[src/rtl/id_stage_pkg.sv]
// Shared MIPS decode definitions: opcode/funct codes, ALU and muldiv
// encodings, byte-lane masks and the packed control bundle.
package mips_pkg;

    localparam logic [5:0] OP_SPECIAL = 6'h00;
    localparam logic [5:0] OP_JAL     = 6'h03;
    localparam logic [5:0] OP_BEQ     = 6'h04;
    localparam logic [5:0] OP_BNE     = 6'h05;
    localparam logic [5:0] OP_ADDI    = 6'h08;
    localparam logic [5:0] OP_ADDIU   = 6'h09;
    localparam logic [5:0] OP_SLTI    = 6'h0A;
    localparam logic [5:0] OP_ANDI    = 6'h0C;
    localparam logic [5:0] OP_ORI     = 6'h0D;
    localparam logic [5:0] OP_XORI    = 6'h0E;
    localparam logic [5:0] OP_LUI     = 6'h0F;
    localparam logic [5:0] OP_LB      = 6'h20;
    localparam logic [5:0] OP_LH      = 6'h21;
    localparam logic [5:0] OP_LW      = 6'h23;
    localparam logic [5:0] OP_LBU     = 6'h24;
    localparam logic [5:0] OP_LHU     = 6'h25;
    localparam logic [5:0] OP_SB      = 6'h28;
    localparam logic [5:0] OP_SH      = 6'h29;
    localparam logic [5:0] OP_SW      = 6'h2B;

    localparam logic [5:0] FN_SLL   = 6'h00;
    localparam logic [5:0] FN_SRL   = 6'h02;
    localparam logic [5:0] FN_SRA   = 6'h03;
    localparam logic [5:0] FN_SLLV  = 6'h04;
    localparam logic [5:0] FN_SRLV  = 6'h06;
    localparam logic [5:0] FN_SRAV  = 6'h07;
    localparam logic [5:0] FN_JR    = 6'h08;
    localparam logic [5:0] FN_MFHI  = 6'h10;
    localparam logic [5:0] FN_MFLO  = 6'h12;
    localparam logic [5:0] FN_MULT  = 6'h18;
    localparam logic [5:0] FN_MULTU = 6'h19;
    localparam logic [5:0] FN_DIV   = 6'h1A;
    localparam logic [5:0] FN_DIVU  = 6'h1B;
    localparam logic [5:0] FN_ADD   = 6'h20;
    localparam logic [5:0] FN_ADDU  = 6'h21;
    localparam logic [5:0] FN_SUB   = 6'h22;
    localparam logic [5:0] FN_SUBU  = 6'h23;
    localparam logic [5:0] FN_AND   = 6'h24;
    localparam logic [5:0] FN_OR    = 6'h25;
    localparam logic [5:0] FN_XOR   = 6'h26;
    localparam logic [5:0] FN_NOR   = 6'h27;
    localparam logic [5:0] FN_SLT   = 6'h2A;
    localparam logic [5:0] FN_SLTU  = 6'h2B;

    typedef enum logic [1:0] {
        ALU_ARITH = 2'd0,
        ALU_LOGIC = 2'd1,
        ALU_SHIFT = 2'd2,
        ALU_CMP   = 2'd3
    } alu_type_e;

    localparam logic [1:0] AR_ADD = 2'd0, AR_ADDU = 2'd1, AR_SUB = 2'd2, AR_SUBU = 2'd3;
    localparam logic [1:0] LG_AND = 2'd0, LG_OR = 2'd1, LG_XOR = 2'd2, LG_NOR = 2'd3;
    localparam logic [1:0] SH_SLL = 2'd0, SH_SRL = 2'd1, SH_SRA = 2'd2;
    localparam logic [1:0] CM_SLT = 2'd0, CM_SLTU = 2'd1;

    localparam logic [3:0] BYTE_B = 4'b0001;
    localparam logic [3:0] BYTE_H = 4'b0011;
    localparam logic [3:0] BYTE_W = 4'b1111;

    localparam logic [2:0] MD_NONE  = 3'd0;
    localparam logic [2:0] MD_MULT  = 3'd1;
    localparam logic [2:0] MD_MULTU = 3'd2;
    localparam logic [2:0] MD_DIV   = 3'd3;
    localparam logic [2:0] MD_DIVU  = 3'd4;
    localparam logic [2:0] MD_MFHI  = 3'd5;
    localparam logic [2:0] MD_MFLO  = 3'd6;

    typedef struct packed {
        logic [4:0]  rs;
        logic [4:0]  rt;
        logic [4:0]  dst;
        logic [4:0]  shamt;
        logic [15:0] imm;
        logic        writeReg;
        logic        memToReg;
        logic        writeMem;
        logic        readMem;
        alu_type_e   aluType;
        logic [1:0]  aluOp;
        logic        srcA;
        logic        srcB;
        logic        immSigned;
        logic [3:0]  byteSlct;
        logic        branch;
        logic        jump;
        logic        illegal;
        logic [2:0]  muldivOp;
    } ctrl_t;

endpackage

[src/rtl/id_stage_if.sv]
// Fetch-side and execute-side handshake bundle of the decode stage.
// master = surrounding pipeline, slave = id_stage.
interface id_stage_if #(
    parameter int INST_W = 32,
    parameter int PC_W   = 32,
    parameter int REG_AW = 5
);
    logic              in_valid;
    logic              in_ready;
    logic [INST_W-1:0] in_inst;
    logic [PC_W-1:0]   in_pc;
    logic              out_valid;
    logic              out_ready;
    logic [PC_W-1:0]   out_pc;
    logic [REG_AW-1:0] out_rs;
    logic [REG_AW-1:0] out_rt;
    logic [REG_AW-1:0] out_dst;
    logic [4:0]        out_shamt;
    logic [15:0]       out_imm;
    logic              out_write_reg;
    logic              out_mem_to_reg;
    logic              out_write_mem;
    logic              out_read_mem;
    logic [1:0]        out_alu_type;
    logic [1:0]        out_alu_op;
    logic              out_src_a;
    logic              out_src_b;
    logic              out_imm_signed;
    logic [3:0]        out_byte_slct;
    logic              out_branch;
    logic              out_jump;
    logic              out_illegal;
    logic [2:0]        out_muldiv_op;

    modport master (
        output in_valid, in_inst, in_pc, out_ready,
        input  in_ready, out_valid, out_pc, out_rs, out_rt, out_dst, out_shamt,
               out_imm, out_write_reg, out_mem_to_reg, out_write_mem, out_read_mem,
               out_alu_type, out_alu_op, out_src_a, out_src_b, out_imm_signed,
               out_byte_slct, out_branch, out_jump, out_illegal, out_muldiv_op
    );

    modport slave (
        input  in_valid, in_inst, in_pc, out_ready,
        output in_ready, out_valid, out_pc, out_rs, out_rt, out_dst, out_shamt,
               out_imm, out_write_reg, out_mem_to_reg, out_write_mem, out_read_mem,
               out_alu_type, out_alu_op, out_src_a, out_src_b, out_imm_signed,
               out_byte_slct, out_branch, out_jump, out_illegal, out_muldiv_op
    );
endinterface

[src/rtl/id_stage_decode.sv]
// Combinational MIPS decoder: instruction word to control bundle plus
// which source registers the instruction actually reads.
// Optional multiply/divide decode enabled by ID_MULDIV_EN.
module inst_decode
    import mips_pkg::*;
(
    input  logic [31:0] inst,
    output ctrl_t       ctrl,
    output logic        rsUsed,
    output logic        rtUsed
);
    logic [5:0] opcode;
    logic [5:0] funct;
    logic       bad;

    assign opcode = inst[31:26];
    assign funct  = inst[5:0];

    // Opcode/funct dispatch; illegal encodings collapse to a harmless bundle.
    always_comb begin
        ctrl   = '0;
        rsUsed = 1'b1;
        rtUsed = 1'b0;
        bad    = 1'b0;
        case (opcode)
            OP_SPECIAL: begin
                rtUsed        = 1'b1;
                ctrl.writeReg = 1'b1;
                ctrl.dst      = inst[15:11];
                case (funct)
                    FN_SLL:  begin ctrl.aluType = ALU_SHIFT; ctrl.aluOp = SH_SLL; ctrl.srcA = 1'b1; rsUsed = 1'b0; end
                    FN_SRL:  begin ctrl.aluType = ALU_SHIFT; ctrl.aluOp = SH_SRL; ctrl.srcA = 1'b1; rsUsed = 1'b0; end
                    FN_SRA:  begin ctrl.aluType = ALU_SHIFT; ctrl.aluOp = SH_SRA; ctrl.srcA = 1'b1; rsUsed = 1'b0; end
                    FN_SLLV: begin ctrl.aluType = ALU_SHIFT; ctrl.aluOp = SH_SLL; end
                    FN_SRLV: begin ctrl.aluType = ALU_SHIFT; ctrl.aluOp = SH_SRL; end
                    FN_SRAV: begin ctrl.aluType = ALU_SHIFT; ctrl.aluOp = SH_SRA; end
                    FN_JR:   begin ctrl.writeReg = 1'b0; ctrl.dst = 5'd0; ctrl.jump = 1'b1; end
                    FN_ADD:  begin ctrl.aluType = ALU_ARITH; ctrl.aluOp = AR_ADD;  end
                    FN_ADDU: begin ctrl.aluType = ALU_ARITH; ctrl.aluOp = AR_ADDU; end
                    FN_SUB:  begin ctrl.aluType = ALU_ARITH; ctrl.aluOp = AR_SUB;  end
                    FN_SUBU: begin ctrl.aluType = ALU_ARITH; ctrl.aluOp = AR_SUBU; end
                    FN_AND:  begin ctrl.aluType = ALU_LOGIC; ctrl.aluOp = LG_AND;  end
                    FN_OR:   begin ctrl.aluType = ALU_LOGIC; ctrl.aluOp = LG_OR;   end
                    FN_XOR:  begin ctrl.aluType = ALU_LOGIC; ctrl.aluOp = LG_XOR;  end
                    FN_NOR:  begin ctrl.aluType = ALU_LOGIC; ctrl.aluOp = LG_NOR;  end
                    FN_SLT:  begin ctrl.aluType = ALU_CMP;   ctrl.aluOp = CM_SLT;  end
                    FN_SLTU: begin ctrl.aluType = ALU_CMP;   ctrl.aluOp = CM_SLTU; end
`ifdef ID_MULDIV_EN
                    FN_MULT:  begin ctrl.writeReg = 1'b0; ctrl.dst = 5'd0; ctrl.muldivOp = MD_MULT;  end
                    FN_MULTU: begin ctrl.writeReg = 1'b0; ctrl.dst = 5'd0; ctrl.muldivOp = MD_MULTU; end
                    FN_DIV:   begin ctrl.writeReg = 1'b0; ctrl.dst = 5'd0; ctrl.muldivOp = MD_DIV;   end
                    FN_DIVU:  begin ctrl.writeReg = 1'b0; ctrl.dst = 5'd0; ctrl.muldivOp = MD_DIVU;  end
                    FN_MFHI:  begin ctrl.muldivOp = MD_MFHI; rsUsed = 1'b0; end
                    FN_MFLO:  begin ctrl.muldivOp = MD_MFLO; rsUsed = 1'b0; end
`endif
                    default: bad = 1'b1;
                endcase
            end
            OP_JAL: begin
                ctrl.jump = 1'b1; ctrl.writeReg = 1'b1; ctrl.dst = 5'd31; rsUsed = 1'b0;
            end
            OP_BEQ, OP_BNE: begin
                ctrl.branch = 1'b1; ctrl.immSigned = 1'b1; rtUsed = 1'b1;
                ctrl.aluType = ALU_ARITH; ctrl.aluOp = AR_SUBU;
            end
            OP_ADDI, OP_ADDIU, OP_SLTI, OP_ANDI, OP_ORI, OP_XORI, OP_LUI: begin
                ctrl.writeReg = 1'b1; ctrl.dst = inst[20:16]; ctrl.srcB = 1'b1;
                case (opcode)
                    OP_ADDI:  begin ctrl.aluType = ALU_ARITH; ctrl.aluOp = AR_ADD;  ctrl.immSigned = 1'b1; end
                    OP_ADDIU: begin ctrl.aluType = ALU_ARITH; ctrl.aluOp = AR_ADDU; ctrl.immSigned = 1'b1; end
                    OP_SLTI:  begin ctrl.aluType = ALU_CMP;   ctrl.aluOp = CM_SLT;  ctrl.immSigned = 1'b1; end
                    OP_ANDI:  begin ctrl.aluType = ALU_LOGIC; ctrl.aluOp = LG_AND; end
                    OP_ORI:   begin ctrl.aluType = ALU_LOGIC; ctrl.aluOp = LG_OR;  end
                    OP_XORI:  begin ctrl.aluType = ALU_LOGIC; ctrl.aluOp = LG_XOR; end
                    default:  begin ctrl.aluType = ALU_LOGIC; ctrl.aluOp = LG_OR; rsUsed = 1'b0; end
                endcase
            end
            OP_LB, OP_LH, OP_LW, OP_LBU, OP_LHU: begin
                ctrl.readMem = 1'b1; ctrl.memToReg = 1'b1; ctrl.writeReg = 1'b1;
                ctrl.dst = inst[20:16]; ctrl.srcB = 1'b1;
                ctrl.immSigned = (opcode == OP_LB) || (opcode == OP_LH) || (opcode == OP_LW);
                ctrl.byteSlct  = (opcode == OP_LW) ? BYTE_W :
                                 ((opcode == OP_LH) || (opcode == OP_LHU)) ? BYTE_H : BYTE_B;
            end
            OP_SB, OP_SH, OP_SW: begin
                ctrl.writeMem = 1'b1; ctrl.srcB = 1'b1; ctrl.immSigned = 1'b1; rtUsed = 1'b1;
                ctrl.byteSlct = (opcode == OP_SW) ? BYTE_W : (opcode == OP_SH) ? BYTE_H : BYTE_B;
            end
            default: bad = 1'b1;
        endcase
        if (bad) begin
            ctrl        = '0;
            ctrl.illegal = 1'b1;
            rsUsed      = 1'b0;
            rtUsed      = 1'b0;
        end
        // Writes to $0 are architecturally discarded, so never request them.
        if (ctrl.dst == 5'd0) ctrl.writeReg = 1'b0;
        ctrl.rs    = inst[25:21];
        ctrl.rt    = inst[20:16];
        ctrl.shamt = inst[10:6];
        ctrl.imm   = inst[15:0];
    end
endmodule

[src/rtl/id_stage.sv]
// Registered, stallable MIPS decode stage with valid/ready on both sides,
// one-cycle load-use interlock and flush. Optional muldiv decode: ID_MULDIV_EN.
module id_stage
    import mips_pkg::*;
#(
    parameter int INST_W = 32,
    parameter int PC_W   = 32,
    parameter int REG_AW = 5
) (
    input  logic       clk,
    input  logic       rst,
    input  logic       flush,
    id_stage_if.slave  bus
);
    ctrl_t           dec;
    logic            rsUsed;
    logic            rtUsed;
    ctrl_t           ctrlP1;
    logic [PC_W-1:0] pcP1;
    logic            vldP1;
    logic            ldPend;
    logic [4:0]      ldDst;
    logic            adv;
    logic            hazard;
    logic            accept;

    inst_decode uDecode (
        .inst   (bus.in_inst[31:0]),
        .ctrl   (dec),
        .rsUsed (rsUsed),
        .rtUsed (rtUsed)
    );

    // Handshake and load-use detection against the instruction being offered.
    always_comb begin
        adv    = !vldP1 || bus.out_ready;
        hazard = ldPend && (ldDst != 5'd0) &&
                 ((rsUsed && (ldDst == dec.rs)) || (rtUsed && (ldDst == dec.rt)));
        accept = bus.in_valid && adv && !hazard && !flush;
    end

    assign bus.in_ready = adv && !hazard && !flush;

    // ---- stage boundary: decode -> output register ----
    // Output register and pending-load tracker; flush outranks every update.
    always_ff @(posedge clk) begin
        if (rst) begin
            vldP1  <= 1'b0;
            ctrlP1 <= '0;
            pcP1   <= '0;
            ldPend <= 1'b0;
            ldDst  <= '0;
        end else if (flush) begin
            vldP1  <= 1'b0;
            ldPend <= 1'b0;
        end else begin
            if (adv) vldP1 <= accept;
            if (accept) begin
                ctrlP1 <= dec;
                pcP1   <= bus.in_pc;
            end
            if (accept && dec.readMem) begin
                ldPend <= 1'b1;
                ldDst  <= dec.dst;
            end else if (bus.out_ready) begin
                ldPend <= 1'b0;
            end
        end
    end

    assign bus.out_valid      = vldP1;
    assign bus.out_pc         = pcP1;
    assign bus.out_rs         = REG_AW'(ctrlP1.rs);
    assign bus.out_rt         = REG_AW'(ctrlP1.rt);
    assign bus.out_dst        = REG_AW'(ctrlP1.dst);
    assign bus.out_shamt      = ctrlP1.shamt;
    assign bus.out_imm        = ctrlP1.imm;
    assign bus.out_write_reg  = ctrlP1.writeReg;
    assign bus.out_mem_to_reg = ctrlP1.memToReg;
    assign bus.out_write_mem  = ctrlP1.writeMem;
    assign bus.out_read_mem   = ctrlP1.readMem;
    assign bus.out_alu_type   = ctrlP1.aluType;
    assign bus.out_alu_op     = ctrlP1.aluOp;
    assign bus.out_src_a      = ctrlP1.srcA;
    assign bus.out_src_b      = ctrlP1.srcB;
    assign bus.out_imm_signed = ctrlP1.immSigned;
    assign bus.out_byte_slct  = ctrlP1.byteSlct;
    assign bus.out_branch     = ctrlP1.branch;
    assign bus.out_jump       = ctrlP1.jump;
    assign bus.out_illegal    = ctrlP1.illegal;
    // The decoder only produces nonzero muldiv ops when ID_MULDIV_EN is defined.
    assign bus.out_muldiv_op  = ctrlP1.muldivOp;
endmodule

[src/flat_wrapper.sv]
// flat-port wrapper written by rule: the top's interface ports become plain ports
module id_stage_flat import mips_pkg::*;
#(
    parameter int INST_W = 32,
    parameter int PC_W   = 32,
    parameter int REG_AW = 5
)
  (clk, rst, flush, bus_in_valid, bus_in_inst, bus_in_pc, bus_out_ready, bus_in_ready, bus_out_valid, bus_out_pc, bus_out_rs, bus_out_rt, bus_out_dst, bus_out_shamt, bus_out_imm, bus_out_write_reg, bus_out_mem_to_reg, bus_out_write_mem, bus_out_read_mem, bus_out_alu_type, bus_out_alu_op, bus_out_src_a, bus_out_src_b, bus_out_imm_signed, bus_out_byte_slct, bus_out_branch, bus_out_jump, bus_out_illegal, bus_out_muldiv_op);
  id_stage_if #(.INST_W(INST_W), .PC_W(PC_W), .REG_AW(REG_AW)) bus_i ();
  input  logic clk;
  input  logic rst;
  input  logic flush;
  input wire logic [$bits(bus_i.in_valid)-1:0] bus_in_valid;
  input wire logic [$bits(bus_i.in_inst)-1:0] bus_in_inst;
  input wire logic [$bits(bus_i.in_pc)-1:0] bus_in_pc;
  input wire logic [$bits(bus_i.out_ready)-1:0] bus_out_ready;
  output wire logic [$bits(bus_i.in_ready)-1:0] bus_in_ready;
  output wire logic [$bits(bus_i.out_valid)-1:0] bus_out_valid;
  output wire logic [$bits(bus_i.out_pc)-1:0] bus_out_pc;
  output wire logic [$bits(bus_i.out_rs)-1:0] bus_out_rs;
  output wire logic [$bits(bus_i.out_rt)-1:0] bus_out_rt;
  output wire logic [$bits(bus_i.out_dst)-1:0] bus_out_dst;
  output wire logic [$bits(bus_i.out_shamt)-1:0] bus_out_shamt;
  output wire logic [$bits(bus_i.out_imm)-1:0] bus_out_imm;
  output wire logic [$bits(bus_i.out_write_reg)-1:0] bus_out_write_reg;
  output wire logic [$bits(bus_i.out_mem_to_reg)-1:0] bus_out_mem_to_reg;
  output wire logic [$bits(bus_i.out_write_mem)-1:0] bus_out_write_mem;
  output wire logic [$bits(bus_i.out_read_mem)-1:0] bus_out_read_mem;
  output wire logic [$bits(bus_i.out_alu_type)-1:0] bus_out_alu_type;
  output wire logic [$bits(bus_i.out_alu_op)-1:0] bus_out_alu_op;
  output wire logic [$bits(bus_i.out_src_a)-1:0] bus_out_src_a;
  output wire logic [$bits(bus_i.out_src_b)-1:0] bus_out_src_b;
  output wire logic [$bits(bus_i.out_imm_signed)-1:0] bus_out_imm_signed;
  output wire logic [$bits(bus_i.out_byte_slct)-1:0] bus_out_byte_slct;
  output wire logic [$bits(bus_i.out_branch)-1:0] bus_out_branch;
  output wire logic [$bits(bus_i.out_jump)-1:0] bus_out_jump;
  output wire logic [$bits(bus_i.out_illegal)-1:0] bus_out_illegal;
  output wire logic [$bits(bus_i.out_muldiv_op)-1:0] bus_out_muldiv_op;
  assign bus_i.in_valid = bus_in_valid;
  assign bus_i.in_inst = bus_in_inst;
  assign bus_i.in_pc = bus_in_pc;
  assign bus_i.out_ready = bus_out_ready;
  assign bus_in_ready = bus_i.in_ready;
  assign bus_out_valid = bus_i.out_valid;
  assign bus_out_pc = bus_i.out_pc;
  assign bus_out_rs = bus_i.out_rs;
  assign bus_out_rt = bus_i.out_rt;
  assign bus_out_dst = bus_i.out_dst;
  assign bus_out_shamt = bus_i.out_shamt;
  assign bus_out_imm = bus_i.out_imm;
  assign bus_out_write_reg = bus_i.out_write_reg;
  assign bus_out_mem_to_reg = bus_i.out_mem_to_reg;
  assign bus_out_write_mem = bus_i.out_write_mem;
  assign bus_out_read_mem = bus_i.out_read_mem;
  assign bus_out_alu_type = bus_i.out_alu_type;
  assign bus_out_alu_op = bus_i.out_alu_op;
  assign bus_out_src_a = bus_i.out_src_a;
  assign bus_out_src_b = bus_i.out_src_b;
  assign bus_out_imm_signed = bus_i.out_imm_signed;
  assign bus_out_byte_slct = bus_i.out_byte_slct;
  assign bus_out_branch = bus_i.out_branch;
  assign bus_out_jump = bus_i.out_jump;
  assign bus_out_illegal = bus_i.out_illegal;
  assign bus_out_muldiv_op = bus_i.out_muldiv_op;
  id_stage #(.INST_W(INST_W), .PC_W(PC_W), .REG_AW(REG_AW)) u_core (.clk(clk), .rst(rst), .flush(flush), .bus(bus_i));
endmodule
[config.mk]
export PLATFORM = sky130hd
export DESIGN_NAME = id_stage_flat
export DESIGN_NICKNAME = d
export VERILOG_FILES = /design/src/rtl/id_stage_pkg.sv /design/src/rtl/id_stage_if.sv /design/src/rtl/id_stage_decode.sv /design/src/rtl/id_stage.sv /design/src/flat_wrapper.sv
export SDC_FILE = /design/constraint.sdc
export NUM_CORES = 1
export LEC_CHECK = 0
export CAP_MARGIN = 20
export CORE_MARGIN = 2
export CORE_UTILIZATION = 51
export CTS_CLUSTER_SIZE = 28
export DETAILED_ROUTE_END_ITERATION = 16
export PLACE_DENSITY = 0.95
export SLEW_MARGIN = 20
export SYNTH_ARGS = -nofsm -noshare
export SYNTH_HDL_FRONTEND = slang
export SYNTH_SLANG_ARGS = --single-unit
export TNS_END_PERCENT = 30
[constraint.sdc]
create_clock -name clk -period 4.05 [get_ports clk]
set_input_delay 0.6075 -clock clk [delete_from_list [all_inputs] [get_ports clk]]
set_output_delay 0.6075 -clock clk [all_outputs]
set_load 0.02 [all_outputs]
== Yosys cells after proc, flatten, opt, wreduce, memory -nomap -nowiden ==
Cells that the tools add are included.
Operators by class
  mux-type cells: 34
  shift-type cells: 0
  equality and inequality tests: 36
  $mul: 0
  add/subtract/negate cells: 0
  div/mod/pow operators: 0
  order comparisons: 0
  reductions and logical operators: 43
  bitwise gates (word level): 1
Operator list (count)
  $eq A6 B6 Y1 const B: 18
  $eq A6 B4 Y1 const B: 8
  $pmux W4 S12: 1
  $mux W47: 1
  $eq A6 B3 Y1 const B: 5
  $pmux W4 S5: 1
  $eq A6 B2 Y1 const B: 3
  $mux W1: 18
  $reduce_or A18 Y1: 1
  $reduce_or A17 Y1: 1
  $pmux W5 S3: 1
  $reduce_or A15 Y1: 1
  $reduce_or A13 Y1: 1
  $logic_not A6 Y1: 2
  $pmux W4 S3: 1
  $reduce_or A12 Y1: 1
  $reduce_or A6 Y1: 2
  $eq A5 B5 Y1: 2
  $logic_and A1 B1 Y1: 10
  $reduce_or A2 Y1: 5
  $reduce_or A5 Y1: 2
  $reduce_or A3 Y1: 3
  $mux W4: 2
  $pmux W4 S2: 1
  other kinds (12): 23
Storage, ports and cells
  bits in read-only memories: 0
  input port bits: 69
  output and inout bits: 91
  latch bits: 0
  memories: 0
  register bits after elaboration: 96
  memory bits (writable): 0

== Logic depth before layout (Yosys ltp) ==
Gate-level depths: netlist (run 1).
  word-level depth: 13
  mapped depth: 10
  mapped depth without buffers: 6

== Modules after synthesis ==
A second synthesis (run 1) with hierarchy kept.
Unflattened totals
  cell total of the unflattened synthesis: 571
  area, all modules: 4810.9 um2
By module, submodules not included
  id_stage: instances 1, area an instance 3946.3 um2, seq. area each 1921.8 um2, cells an instance 431
  inst_decode: instances 1, area an instance 864.6 um2, seq. area each 0.0 um2, cells an instance 140

== Worst setup path after synthesis (run 1) ==
No wires, ideal clock.
  path type: input -> output
  start: input port bus_in_inst[29]
  end: output port bus_in_ready
  arrival: 2.624 ns
  slack: 0.818 ns
  required time: 3.442 ns
  cell stages on the path: 9
  cells stage by stage: buf_2 > nor2_1 > nand3_1 > o311ai_1 > buf_2 > buf_2 > buf_2 > nor2_1 > nor3_1
On the way
  longest elaborated chain between the ends: 11
RTL lines
  start, declared: RTL line flat_wrapper.sv:14  | input wire logic [$bits(bus_i.in_inst)-1:0] bus_in_inst;
  $eq A6 B4 Y1: RTL line id_stage_decode.sv:25, id_stage_decode.sv:68
  $reduce_or A6 Y1 (no source line)
  $mux W1: RTL line id_stage_decode.sv:68  | case (opcode)
  $pmux W1 S3: RTL line id_stage_decode.sv:25  | case (opcode)
  $mux W1: RTL line id_stage_decode.sv:91  | if (bad) begin
  $logic_and A1 B1 Y1: RTL line id_stage.sv:38  | ((rsUsed && (ldDst == dec.rs)) || (rtUsed && (ldDst == dec.rt)));
  $logic_or A1 B1 Y1 (*): RTL line id_stage.sv:38
  $logic_and A1 B1 Y1 (*): RTL line id_stage.sv:37  | hazard = ldPend && (ldDst != 5'd0) &&
  $logic_not A1 Y1 (*): RTL line id_stage.sv:42  | assign bus.in_ready = adv && !hazard && !flush;
  $logic_and A1 B1 Y1 (*) (2 in series): RTL line id_stage.sv:42
  end, declared: RTL line flat_wrapper.sv:17  | output wire logic [$bits(bus_i.in_ready)-1:0] bus_in_ready;
Every way passes the cells marked *; elsewhere a longest branch is shown, timed or not.

== Final worst setup path (run 1) ==
  start: input port bus_in_inst[27]
  end: output port bus_in_ready
Same word-level chain as after synthesis.

==> summary.md, run 1 <==
| Metric | Value |
|---|---|
| Crit share post-route | `0.941` |
| Data arrival, critical path | `3.20 ns` |
| Root Buffer | `clkbuf_8` |
| Avg WL per Cell | `17.2 microns` |
| Synth area leaders | `dfxtp_1 (33%), a2bb2oi_1 (9.7%), nand2_1 (9.4%)` |
| P_leak | `2.59 nW` |
| Max Slew Vio Count | `0` |
| Hold path depth | `2` |
| Maximum vdd drop | `184 uV` |
| TritonCTS clock tree | `done` |
| Crit path launch | `bus_in_inst[27]` |
| Ant. Diodes | `0` |
| Synth-to-layout area growth | `33.3%` |
| R2R Setup Slk | `1.19 ns` |
| Max reg flops | `32` |
| Routed Antenna Nets | `0` |
| Synth area leader | `dfxtp_1` |
| Minimum clock period | `3.81 ns` |
| Clock-pin slew on the worst setup and hold paths | `0.08 ns` |
| Die ar. | `0.0111 sq mm` |
| Initial antenna violation count | `0` |
| Ys flop type | `dfxtp_1` |
| Die Wd | `105 microns` |
| Total wire length | `15500 microns` |
| Num rows | `36` |
| Post-CTS Setup Bufs | `0` |
| Worst r2r path cells | `8` |
| Post-synth EDFFs | `0` |
| # IOs | `160` |
| Synthesized area per cell | `7.93 sq um` |
| Router iterations before antenna repair | `5` |
| Cell area power density | `299 mW/mm^2` |
| Max-cap violations | `0` |
| Crit Path Class | `in2out` |
| HP Start | `u_core.bus.out_src_b` |
| # hold bufs at CTS | `0` |
| Post-CTS Resized | `0` |
| FMAX | `0.262 GHz` |
| Top delay family on crit path | `buffers and inverters` |
| Total CTS buffers | `9` |
| Reg-to-Reg End | `u_core.bus.out_alu_op[0]` |
| Register area share after synthesis | `0.330` |
| Ys Warns | `0` |
| #FFs+latches synth | `86` |
| Crit path depth | `8` |
| Critical Path Fanout Max | `12` |
| Clk sink count | `86` |
| Buffers added on ports | `156` |
| Vias per cell | `6.17` |
| Initial Utilization | `0.530` |
| Crit end category | `primary output` |
| Bufs and invs on worst path | `2` |
| Reg2reg start | `u_core.ldDst[0]` |
| Fin nets | `836` |
| Hold Crit Class | `reg2reg` |
| Mapped Cells | `659` |
| Slowest Stage Delay on Critical Path | `0.76 ns` |
| Global placement routability congestion | `0.919` |
| Run status | `completed` |
| Pin count of the biggest net entering global routing | `76` |
| Post-synth cell types | `56` |
| Area fraction of the dominant cell type after synthesis | `0.330` |
| Die height | `105 microns` |
| DRC | `0` |
| Setup_tns | `0 ns` |
| Mapped cell area | `0.00523 sq mm` |
| Final-report hold violation count | `0` |
| CP Cell Sequence | `clkdlybuf4s50_1, nand2_1, or4_1, nand4_1, o31a_4, nor2_1, nor3_1, clkdlybuf4s50_1` |
| Tightest Pin Transition | `0.687 ns` |
| All-Layer GR Usage | `0.274` |
| Vias post-DR | `5586` |
| Clock Path Buffers | `2` |
| Total congestion overflow | `0` |
| Iter 0 DRT Violations | `383` |
| Worst Setup Start Kind | `input pin` |
| Htree depth | `3` |
| Slowest stage cell, crit path | `clkdlybuf4s50_1` |
| Global-route wire length before repair | `25200 microns` |
| Vias in the first global route | `5294` |
| Post-synth ARST share | `0` |
| Rel. slew slack | `0.542` |
| Critical Path RT | `3.44 ns` |
| Util after Layout | `0.706` |
| RSZ-0062 raised after global routing | `no` |
| Final Setup Violations | `0` |
| Share of layout cells above drive strength 1 | `0.0596` |
| Setup Skew | `0.00578 ns` |
| CP Capture Point | `bus_in_ready` |
| CP dominant cell by count | `clkdlybuf4s50_1` |
| HPWL after detailed placement | `10900 microns` |
| Worst-skew pair later-pin latency | `0.37 ns` |
| Core area | `0.00986 sq mm` |
## area by class of cell
type | count | area [sq um]
repair buffers | 174 | 1710
well taps | 133 | 166
flip-flops and latches | 86 | 1720
clock buffers | 14 | 183
fillers | 766 | 2900
clock inverters | 2 | 13.8
multi-input cells | 482 | 3120
inverters | 14 | 53.8
## placed cells by master (no fill, tap or decap), drive strengths merged, types with 7 or more instances in the layout
cell type,synthesis,routed
a211oi,14,14
a21oi,9,9
a2bb2oi,58,58
and3,57,57
buf,31,18
clkbuf,48,14
clkdlybuf4s50,0,156
dfxtp,86,86
inv,13,12
mux2,8,8
nand2,131,131
nand2b,9,9
nand3,14,14
nor2,15,15
nor2b,15,15
nor3,7,7
o311ai,64,64
## how the worst min path moves through the flow
stage,slack [ns],to
final,0.46,u_core.bus.out_src_b
after global routing,0.49,u_core.bus.out_src_b
after CTS,0.47,u_core.bus.out_src_b
after detailed placement,0.45,u_core.bus.out_src_b
after global placement,0.45,u_core.bus.out_alu_type[1]
after floorplan,0.45,u_core.ldPend
## report_power, final
group	switching (mW)	internal (mW)
registers	0.0313	0.900
logic	0.283	0.261
clock network	0.316	0.291
## tightest hold or removal path, cell delays in order (launching register included)
cell and delay (ns):
dfxtp_1 0.31, inv_1 0.05, a211oi_1 0.05
## synthesized netlist by cell type, types with 14 or more instances
cell,number
o311ai_1,22
clkbuf_1,48
nor2_1,15
a211oi_1,14
nand3_1,14
dfxtp_1,86
buf_2,18
a2bb2oi_1,58
o311ai_0,42
and3_1,57
nand2_1,131
nor2b_1,15
## logic make-up (layout without fill, tap and decap cells)
family / count (synthesis) / in the layout / synth area share
mux: 10 / 10 / 0.0239
other cells: 1 / 3 / 0.000718
xor+xnor: 12 / 12 / 0.0201
compound gates: 185 / 185 / 0.291
flops: 86 / 86 / 0.330
buf+inv: 93 / 204 / 0.0805
simple gates: 272 / 272 / 0.254
## routing by layer
metal / vias up / track usage / share of wire
met1: 2666 / 0.340 / 0.42
met4: 0 / 0.107 / 0.022
li1: 2677 / - / -
met5: - / 0 / 0
met2: 210 / 0.469 / 0.49
met3: 33 / 0.0495 / 0.063
## stage by stage
stage	hold slack (ns)	instance area [sq um]	std cells	setup slack, ns	total power, mW
2_1_floorplan	0.450	5230	661	0.818	1.25
3_3_place_gp	0.447	6770	889	0.233	1.48
3_5_place_dp	0.453	6770	889	0.257	1.49
4_1_cts	0.468	6970	905	0.249	2.09
5_1_grt	0.495	6970	905	0.119	2.17
6_report	0.464	6970	905	0.238	2.08
Note: power is estimated with default switching activity, not from simulation.
==> run 2, diff against run 1 <==
--- a/config.mk
+++ b/config.mk
@@ -10,6 +10,7 @@
 export CORE_UTILIZATION = 51
 export CTS_CLUSTER_SIZE = 28
 export DETAILED_ROUTE_END_ITERATION = 16
+export GPL_ROUTABILITY_DRIVEN = 0
 export PLACE_DENSITY = 0.95
 export SLEW_MARGIN = 20
 export SYNTH_ARGS = -nofsm -noshare
==> summary.md, run 2 (same netlist as run 1, synthesis figures left out) <==
| Metric | Value |
|---|---|
| Ant. Diodes | `0 (unchanged)` |
| Htree depth | `3 (unchanged)` |
| Avg WL per Cell | `17.2 microns (+0.48%)` |
| Buffers added on ports | `156 (unchanged)` |
| Tightest Pin Transition | `0.711 ns (+0.0242 ns)` |
| Minimum clock period | `3.87 ns (+0.0564 ns)` |
| Initial Utilization | `0.530 (unchanged)` |
| Die ar. | `0.0111 sq mm (unchanged)` |
| Die height | `105 microns (unchanged)` |
| HPWL after detailed placement | `10700 microns (-1.6%)` |
| Clk sink count | `86 (unchanged)` |
| Slowest Stage Delay on Critical Path | `0.60 ns (-0.16 ns)` |
| Setup Skew | `0.0124 ns (+0.00666 ns)` |
| Vias per cell | `6.21 (+0.64%)` |
| Total wire length | `15600 microns (+0.15%)` |
| Post-CTS Resized | `0 (unchanged)` |
| Iter 0 DRT Violations | `465 (+21%)` |
| Data arrival, critical path | `3.26 ns (+0.06 ns)` |
| Share of layout cells above drive strength 1 | `0.0546 (-0.00497)` |
| Final Setup Violations | `0 (unchanged)` |
| Crit Path Class | `in2out` |
| Clock-pin slew on the worst setup and hold paths | `0.08 ns (about the same)` |
| Commonest non-fill, non-tap cell in the layout | `clkdlybuf4s50_1` |
| Root Buffer | `clkbuf_8` |
| Critical Path Fanout Max | `10 (-2)` |
| Pre-CTS WS | `0.127 ns (-0.130 ns)` |
| Slowest stage cell, crit path | `clkdlybuf4s50_1` |
| Worst Setup Start Kind | `input pin` |
| Num rows | `36 (unchanged)` |
| Fin nets | `833 (-0.36%)` |
| Worst-skew pair later-pin latency | `0.37 ns (about the same)` |
| Initial antenna violation count | `0 (unchanged)` |
| Crit end category | `primary output` |
| Final Instance Count excl. Fillers | `902 (-0.33%)` |
| Total CTS buffers | `9 (unchanged)` |
| Cell area power density | `310 mW/mm^2 (+3.6%)` |
| R2R Setup Slk | `0.94 ns (-0.25 ns)` |
| Final setup margin | `0.182 ns (-0.0564 ns)` |
| Hold Crit Class | `reg2reg` |
| P_leak | `2.58 nW (-0.47%)` |
| # hold bufs at CTS | `0 (unchanged)` |
| Rel. slew slack | `0.526 (-0.0161)` |
| Max Slew Vio Count | `0 (unchanged)` |
| Vias post-DR | `5603 (+0.30%)` |
| Commonest cells after routing, fill and taps aside | `clkdlybuf4s50_1 (156), nand2_1 (131), dfxtp_1 (86)` |
| CP Cell Sequence | `clkdlybuf4s50_1, buf_4, nor3_1, a32oi_1, or4b_1, o31a_4, nor2_1, nor3_1, clkdlybuf4s50_1` |
| Vias in the first global route | `5314 (+0.38%)` |
| Hold slack final | `0.465 ns (+0.00162 ns)` |
| Run status | `completed` |
| Synth-to-layout area growth | `33.3% (unchanged)` |
| Maximum vdd drop | `179 uV (-2.5%)` |
| Global-route wire length before repair | `25200 microns (about the same)` |
| Clock Path Buffers | `2 (unchanged)` |
| Critical Path RT | `3.44 ns (about the same)` |
| Post-Place Cells | `886 (-0.34%)` |
| Core area | `0.00986 sq mm (unchanged)` |
| # IOs | `160 (unchanged)` |
| Setup_tns | `0 ns (unchanged)` |
| DRC | `0 (unchanged)` |
| Router iterations before antenna repair | `5 (unchanged)` |
| Die Wd | `105 microns (unchanged)` |
| Total congestion overflow | `0 (unchanged)` |
| Crit share post-route | `0.955 (+0.0139)` |
| Pin count of the biggest net entering global routing | `81 (+6.6%)` |
| FMAX | `0.259 GHz (-1.5%)` |
| RSZ-0062 raised after global routing | `no` |
| Final-report hold violation count | `0 (unchanged)` |
| Post-CTS Setup Bufs | `0 (unchanged)` |
| TritonCTS clock tree | `done` |
| Max-cap violations | `0 (unchanged)` |
| All-Layer GR Usage | `0.275 (+0.000777)` |
| Max reg flops | `32 (unchanged)` |
| Routed Antenna Nets | `0 (unchanged)` |
==> run 2: critical path: cells and delay by family <==
family | cells | cell delay [ns]
buffers and inverters | 3 | 1.40
and+or+nand+nor | 4 | 1.02
AOI/OAI and AO/OA | 2 | 0.24
==> run 2: path summary, 6_finish.rpt <==
check,from,end,cells past startpoint
max reg2reg,u_core.ldDst[0],u_core.bus.out_dst[3],8
min reg2reg,u_core.bus.out_src_b,u_core.bus.out_src_b,2
min,u_core.bus.out_src_b,u_core.bus.out_src_b,2
max,bus_in_inst[29],bus_in_ready,9
==> run 2: per-layer routing <==
metal / GRT usage / part of all wire / vias up
met4: 0.0990 / 0.026 / 0
met2: 0.475 / 0.49 / 270
met5: 0 / 0 / -
li1: - / - / 2673
met1: 0.333 / 0.40 / 2617
met3: 0.0637 / 0.080 / 43
==> run 2: final cells by class <==
type | instances | area, sq um
flip-flops and latches | 86 | 1720
multi-input cells | 482 | 3120
clock buffers | 13 | 149
well taps | 133 | 166
clock inverters | 3 | 67.6
fillers | 745 | 2900
repair buffers | 171 | 1690
inverters | 14 | 53.8
==> run 2: power breakdown <==
group / internal (mW) / switching (mW) / total (mW) / leakage [nW]
clock network: 0.366 / 0.317 / 0.683 / 0.104
registers: 0.900 / 0.0317 / 0.932 / 0.705
logic: 0.260 / 0.284 / 0.543 / 1.77
total: 1.53 / 0.632 / 2.16 / 2.58
==> run 2: per-stage QoR <==
step | power (mW) | instance area [sq um] | utilization
floorplan | 1.25 | 5230 | -
global placement | 1.47 | 6750 | 0.684
detailed placement | 1.49 | 6750 | 0.684
CTS | 2.16 | 6960 | 0.706
global route | 2.25 | 6970 | 0.706
finish | 2.16 | 6970 | 0.706
